File: src/rtl/cu_seq.sv
// rtl/cu_seq.sv - control-unit sequencer: fetch/execute FSM with memory wait and multi-cycle shift loop
module cu_seq #(
  parameter int RAW     = 3,
  parameter int USE_RDY = 1,
  localparam int IW     = 7 + 3 * RAW,
  localparam int RSW    = 3 * (RAW + 1)
) (
  input  logic           clk,
  input  logic           rst_n,
  input  logic [IW-1:0]  ins_in,
  input  logic           z_in,
  input  logic           n_in,
  input  logic           mem_rdy_in,
  input  logic           run_in,
  output logic           il_out,
  output logic           rw_out,
  output logic           mm_out,
  output logic           mb_out,
  output logic           iom_out,
  output logic [1:0]     ps_out,
  output logic [RSW-1:0] rs_out,
  output logic [1:0]     md_out,
  output logic [3:0]     fs_out,
  output logic           wen_out,
  output logic           halted_out,
  output logic           illegal_out
);

  localparam logic [6:0] OP_LDI  = 7'h10;
  localparam logic [6:0] OP_ADI  = 7'h11;
  localparam logic [6:0] OP_LD   = 7'h12;
  localparam logic [6:0] OP_ST   = 7'h13;
  localparam logic [6:0] OP_BRZ  = 7'h14;
  localparam logic [6:0] OP_BRN  = 7'h15;
  localparam logic [6:0] OP_JMP  = 7'h16;
  localparam logic [6:0] OP_IOR  = 7'h17;
  localparam logic [6:0] OP_IOW  = 7'h18;
  localparam logic [6:0] OP_SHLN = 7'h19;
  localparam logic [6:0] OP_SHRN = 7'h1A;
  localparam logic [6:0] OP_HAL  = 7'h1B;

  typedef enum logic [2:0] {
    S_RST = 3'd0,
    S_INF = 3'd1,
    S_EX0 = 3'd2,
    S_XLP = 3'd3,
    S_HLT = 3'd4
  } state_t;

  state_t           state, state_nxt;
  logic [RAW-1:0]   cnt, cnt_nxt;

  logic [6:0]       opc;
  logic [RAW-1:0]   da, aa, ba;
  logic             rdy;
  logic             mem_op;
  logic [3:0]       shift_fs;

  assign opc      = ins_in[IW-1 -: 7];
  assign da       = ins_in[3*RAW-1 -: RAW];
  assign aa       = ins_in[2*RAW-1 -: RAW];
  assign ba       = ins_in[RAW-1:0];
  assign rdy      = (USE_RDY != 0) ? mem_rdy_in : 1'b1;
  assign mem_op   = (opc == OP_LD) || (opc == OP_ST) || (opc == OP_IOR) || (opc == OP_IOW);
  assign shift_fs = (opc == OP_SHLN) ? 4'b1110 : 4'b1101;

  always_ff @(posedge clk or negedge rst_n) begin
    if (!rst_n) begin
      state <= S_RST;
      cnt   <= '0;
    end else begin
      state <= state_nxt;
      cnt   <= cnt_nxt;
    end
  end

  always_comb begin
    state_nxt   = state;
    cnt_nxt     = cnt;
    il_out      = 1'b0;
    rw_out      = 1'b0;
    mm_out      = 1'b0;
    mb_out      = 1'b0;
    iom_out     = 1'b0;
    ps_out      = 2'b00;
    rs_out      = '0;
    md_out      = 2'b00;
    fs_out      = 4'b0000;
    wen_out     = 1'b1;
    halted_out  = 1'b0;
    illegal_out = 1'b0;

    case (state)
      S_RST: state_nxt = S_INF;

      S_INF: begin
        il_out    = 1'b1;
        mm_out    = 1'b1;
        state_nxt = S_EX0;
      end

      S_EX0: begin
        rs_out    = {1'b0, da, 1'b0, aa, 1'b0, ba};
        ps_out    = 2'b01;
        state_nxt = S_INF;
        if (opc <= 7'h0F) begin
          rw_out = 1'b1;
          fs_out = opc[3:0];
        end else begin
          case (opc)
            OP_LDI: begin rw_out = 1'b1; mb_out = 1'b1; fs_out = 4'b1100; end
            OP_ADI: begin rw_out = 1'b1; mb_out = 1'b1; fs_out = 4'b0010; end
            OP_LD:  begin rw_out = 1'b1; md_out = 2'b01; end
            OP_ST:  wen_out = 1'b0;
            OP_IOR: begin rw_out = 1'b1; md_out = 2'b10; iom_out = 1'b1; end
            OP_IOW: begin wen_out = 1'b0; iom_out = 1'b1; end
            OP_BRZ: begin md_out = 2'b01; ps_out = z_in ? 2'b10 : 2'b01; end
            OP_BRN: begin md_out = 2'b01; ps_out = n_in ? 2'b10 : 2'b01; end
            OP_JMP: ps_out = 2'b11;
            OP_SHLN, OP_SHRN: begin
              fs_out = shift_fs;
              if (ba != '0) rw_out = 1'b1;
              // Shifts wider than one place spill the remaining writes into XLP
              if (ba != '0 && ba != RAW'(1)) begin
                ps_out    = 2'b00;
                cnt_nxt   = ba - RAW'(1);
                state_nxt = S_XLP;
              end
            end
            OP_HAL: state_nxt = S_HLT;
            default: illegal_out = 1'b1;
          endcase
          // Memory/IO not ready: park in EX0 with PC held and both write strobes off
          if (mem_op && !rdy) begin
            ps_out    = 2'b00;
            rw_out    = 1'b0;
            wen_out   = 1'b1;
            state_nxt = S_EX0;
          end
        end
      end

      S_XLP: begin
        rw_out  = 1'b1;
        rs_out  = {1'b0, da, 1'b0, da, {(RAW + 1){1'b0}}};
        fs_out  = shift_fs;
        cnt_nxt = cnt - RAW'(1);
        if (cnt <= RAW'(1)) begin
          ps_out    = 2'b01;
          cnt_nxt   = '0;
          state_nxt = S_INF;
        end
      end

      S_HLT: begin
        halted_out = 1'b1;
        if (run_in) state_nxt = S_INF;
      end

      default: state_nxt = S_RST;
    endcase
  end

endmodule

File: config.mk
export PLATFORM = sky130hd
export DESIGN_NAME = cu_seq
export DESIGN_NICKNAME = d
export VERILOG_FILES = /design/src/rtl/cu_seq.sv
export SDC_FILE = /design/constraint.sdc
export NUM_CORES = 1
export LEC_CHECK = 0
export CORE_MARGIN = 10
export CORE_UTILIZATION = 41
export CTS_CLUSTER_SIZE = 12
export DETAILED_ROUTE_END_ITERATION = 10
export PLACE_DENSITY = 0.81
export SYNTH_ARGS = -nofsm -noshare
export SYNTH_HDL_FRONTEND = slang
export SYNTH_SLANG_ARGS = --single-unit
File: constraint.sdc
create_clock -name clk -period 2.4 [get_ports clk]
set_clock_uncertainty 0.1 [all_clocks]
set_input_delay 0.48 -clock clk [delete_from_list [all_inputs] [get_ports clk]]
set_output_delay 0.48 -clock clk [all_outputs]
set_load 0.03 [all_outputs]
### Word-level counts from Yosys, hierarchy flattened

Index checks and enable logic that the tools add are counted.

* add/sub/neg operators: 2
* reductions and logical operators: 18
* multiplexer cells: 48
* order comparisons: 2
* eq/ne operators: 22

Operator list (count)
* $eq 7x5->1 const B: 12
* $mux 3: 8
* $pmux 11 s2: 1
* $mux 1: 20
* $mux 2: 8
* $pmux 3 s5: 1
* $pmux 3 s2: 2
* $pmux 4 s3: 1
* $reduce_or 12->1: 1
* $ne 2x2->1 const B: 4
* $pmux 2 s2: 2
* $pmux 2 s4: 1
* $pmux 4 s2: 1
* $reduce_or 2->1: 4
* $le 7x4->1 const B: 1
* $eq 3x2->1 const B: 2
* $sub 3x1->3 const B: 2
* $mux 4: 1
* $pmux 1 s2: 2
* $reduce_and 4->1: 1
* $reduce_or 4->1: 1
* $eq 3x1->1 const B: 1
* $eq 3x3->1 const B: 1
* $le 3x1->1 const B: 1
* other kinds (10): 13

* input port bits: 22
* register bits: 6
* word-level logic and storage cells: 94

### Logic depth before layout (Yosys ltp)

* word-level depth: 8
* gate-level depth with buffers: 6
* depth with buffers taken out: 6

### Worst setup path after synthesis

Ideal clock, no wire load.

* kind: input to output
* from: input ins_in[15]
* to: output ps_out[1]
* arrival time: 1.988 ns
* buffers on the path: 1
* stages on the path: 5
* slack: -0.168 ns
* cells stage by stage: or3b_1 buf_2 nor2_1 nand3_1 a2111oi_2

* cells in the longest elaborated chain, start to end: 8
* elaborated cells between the ends (all ways): 19
* classes of those cells: order compare (1); eq/ne (9); mux (4); reduce/logical (5)

Ends and longest elaborated chain
* start: declaration: line 10 `input logic [IW-1:0] ins_in,`
* branches (longest 6 deep; another with $eq 7x5->1)
* $mux 2 *: line 106 `if (opc <= 7'h0F) begin`
* $pmux 2 s2 *: line 93 `case (state)`
* end: declaration: line 20 `output logic [1:0] ps_out,`

Mark *: on every way between the ends.

### Final worst setup path

* from: input ins_in[12]
* to: output wen_out

* cells in the longest elaborated chain, start to end: 8
* elaborated cells between the ends (all ways): 14
* classes of those cells: order compare (1); eq/ne (4); mux (4); reduce/logical (5)

Ends and longest elaborated chain
* $eq 7x5->1, on equally long branches: line 64, 110
* $logic_or 1x1->1 (3 in a row): line 64 `assign mem_op = (opc == OP_LD) || (opc == OP_ST) || (opc == OP_IOR) || (opc == OP_IOW);`
* $logic_and 1x1->1: line 134 `if (mem_op && !rdy) begin`
* $mux 1: line 134
* $mux 1 *: line 106
* $mux 1 *: line 93
* end: declaration: line 24 `output logic wen_out,`

Every way passes the cells marked *; elsewhere a longest branch is shown, timed or not.

==> flow_summary_export.csv <==
group,metric,value,unit
cells_and_area,fin_util,0.838,
drt,routed_wl,4.95,mm
cells_and_area,n_fill_cell,136,
placed_design,dpl_worst_slack,-0.589,ns
drt,viasPerCell,5.96,
cells_and_area,antenna_cells,0,
worst_setup_path,reg2reg_setup_slack,0.14,ns
timing,maxSlewViolCount,0,
drt,dr_wl_met3,519,um
drt,drt-pass1-iter-count,5,
timing,finalHoldViolations,0,
timing,rsz0062_at_grt,"no",
grt,grt_max_degree,16,
die,ios,50,
die,die_y,69.8,um
cells_and_area,nets,255,
worst_setup_path,ff2ff_path_depth,6,
yosys,synthesis.yosys.warnings,0,
drt,vias,1513,
worst_setup_path,crit_type,"in -> out",
worst_setup_path,critPathArrivalTime,1.79,ns
clock_network,cts.sinks,6,
placed_design,hpwl,3.15,mm
yosys,synth_edf_count,0,
clock_network,cts_tree,"done",
yosys,seq_area_frac_synth,0.148,
die,die_area,4870,sq um
placed_design,port_buffers,46,
timing,clock.fmax,422,MHz
power_and_ir_drop,irDropWorstVdd,797,uV
drt,top_layer_used,"met4",
die,core_area,2300,sq um
die,die_w,69.8,um
grt,grt.total_usage,0.191,
yosys,yosysTopAreaCell,"dfrtp_1",
worst_setup_path,setup.worst_path.end_class,"output port",
drt,final_antenna_net_count,0,
cells_and_area,drive_gt1_frac,0.451,
clock_network,clk_latency,0.24,ns
power_and_ir_drop,p_leak,0.923,nW
cells_and_area,area_growth,89.2,%
die,rows,17,
worst_setup_path,r2r_end,"state[1]",
outcome,status,"finished, final reports clean",
timing,max_slew_margin,0.588,
timing,fin_crit_sh,0.988,
cells_and_area,final_area,1920,sq um
yosys,synth.top_cell.area_share,0.148,
worst_setup_path,crit_path_start,"ins_in[12]",
timing,min_period,2.37,ns
power_and_ir_drop,cellPowerDensity,786,nW/um^2
clock_network,htree_levels,1,
timing,setup_viol,0,
worst_setup_path,cp_max_fo,7,
placed_design,gp_congestion,0.903,
grt,grt_pass1_wl,7.94,mm
yosys,synth_cells,144,
yosys,synth_cell_type_count,46,
worst_hold_path,hp-class,"in -> async",
yosys,syn_area,1020,sq um
yosys,synth_area_per_cell,7.06,sq um
grt,grt_pass1_vias,1584,
yosys,yosys_register_bits,6,
grt,overflow,0,
timing,fin_ws,0.0300,ns
yosys,synth_commonest_cells,"13 x a21oi_1, 13 x nor2_1, 11 x nor3_1",
drt,drtIter0Drc,93,
yosys,ys_top_cells_by_area,"dfrtp_1 15%, a21oi_1 6.4%, ha_1 6.2%",
timing,max_slew.worst_pin.slew,0.611,ns
clock_network,cts.path.max_buffers,2,
clock_network,numCtsBuffers,3,
drt,wl_per_cell,19.5,um
worst_setup_path,crit_path_start_kind,"input pin",
drt,drt-met1-wl,1.85,mm
yosys,synthArstFlopShare,1.00,
flow_run,max-cap-violations,0,
clock_network,clk_pin_slew,0.05,ns
grt,antenna_found_initial,0,
die,start_util,0.443,
placed_design,post_dp_cell_area,1740,sq um
yosys,synth-main-ff-cell,"dfrtp_1",
drt,drc,0,
worst_setup_path,worstPathRequired,1.82,ns
drt,route.met2.wl,2.39,mm
timing,worst_hold_slack,0.373,ns
clock_network,root_buffer,"clkbuf_4",
worst_setup_path,reg2reg_from,"cnt[1]",
==> layout make-up <==
type                       count  area, sq um  share of cell area
multi-input combinational    117          943               0.490
sequential                     6          150              0.0780
inverter                      10         37.5              0.0195
timing repair buffer          90          736               0.382
tap                           28         35.0              0.0182
clock buffer                   3         22.5              0.0117
==> through the flow <==
step | power (mW) | instances | setup TNS (ns)
finish | 1.51 | 254 | 0
global route | 1.61 | 254 | 0
CTS | 1.45 | 254 | 0
detailed placement | 1.34 | 248 | -5.92
global placement | 1.31 | 248 | -5.28
floorplan | 0.885 | 146 | 0
==> where the power goes <==
part	switching, mW	internal [mW]
Sequential	0.0592	0.143
Clock	0.0348	0.0564
Combinational	0.727	0.492
==> worst max-delay path: stages <==
cell      delay, ns
buf_2          0.19
and3b_2        0.26
o311ai_4       0.34
and2_1         0.21
o211ai_1       0.11
buf_4          0.19
==> cell usage in the layout, fill, tap and decap left out, types with 6 or more instances in the layout <==
cell             netlist  layout
a21oi_1               13       9
buf_4                  4      55
buf_6                  0       8
clkdlybuf4s50_1        0       9
dfrtp_1                6       6
dlygate4sd2_1          0       6
inv_1                 10       8
nand2_1                8       8
nor2_1                13      11
nor3_1                11       9
==> state kept, by name, indices dropped and copies added, names as in the netlist <==
| signal | flops |
|---|---|
| state | 3 |
| cnt | 3 |
==> cell families after synthesis <==
logic type                 share of synthesized area
and+or+nand+nor                                0.351
AOI/OAI and AO/OA                              0.257
buffers and inverters                          0.106
DFF                                            0.148
adders and majority gates                     0.0615
xor gates and xnor gates                      0.0344
muxes                                         0.0394
other                                        0.00369
==> per-layer routing <==
| layer | global-route usage | vias up |
|---|---|---|
| li1 | - | 683 |
| met1 | 0.220 | 697 |
| met2 | 0.314 | 110 |
| met3 | 0.0456 | 23 |
| met4 | 0.104 | 0 |
| met5 | 0 | - |
==> worst max path at each step <==
stage | slack [ns] | cells past startpoint | to
6_report | 0.03 | 6 | wen_out
5_1_grt | 0.01 | 7 | mb_out
4_1_cts | 0.004 | 8 | ps_out[0]
3_5_place_dp | -0.59 | 6 | rw_out
3_3_place_gp | -0.46 | 6 | rw_out
2_1_floorplan | 0.008 | 5 | ps_out[1]
==> repair_timing <==
| item | in CTS | in global routing |
|---|---|---|
| gates resized for setup | 58 | 28 |
| endpoints found under the setup margin | 16 | 15 |
| buffers inserted | 3 | 0 |
| pin swaps | 14 | 11 |
| hold buffers | 0 | 0 |
(Power assumes the default switching activity.)
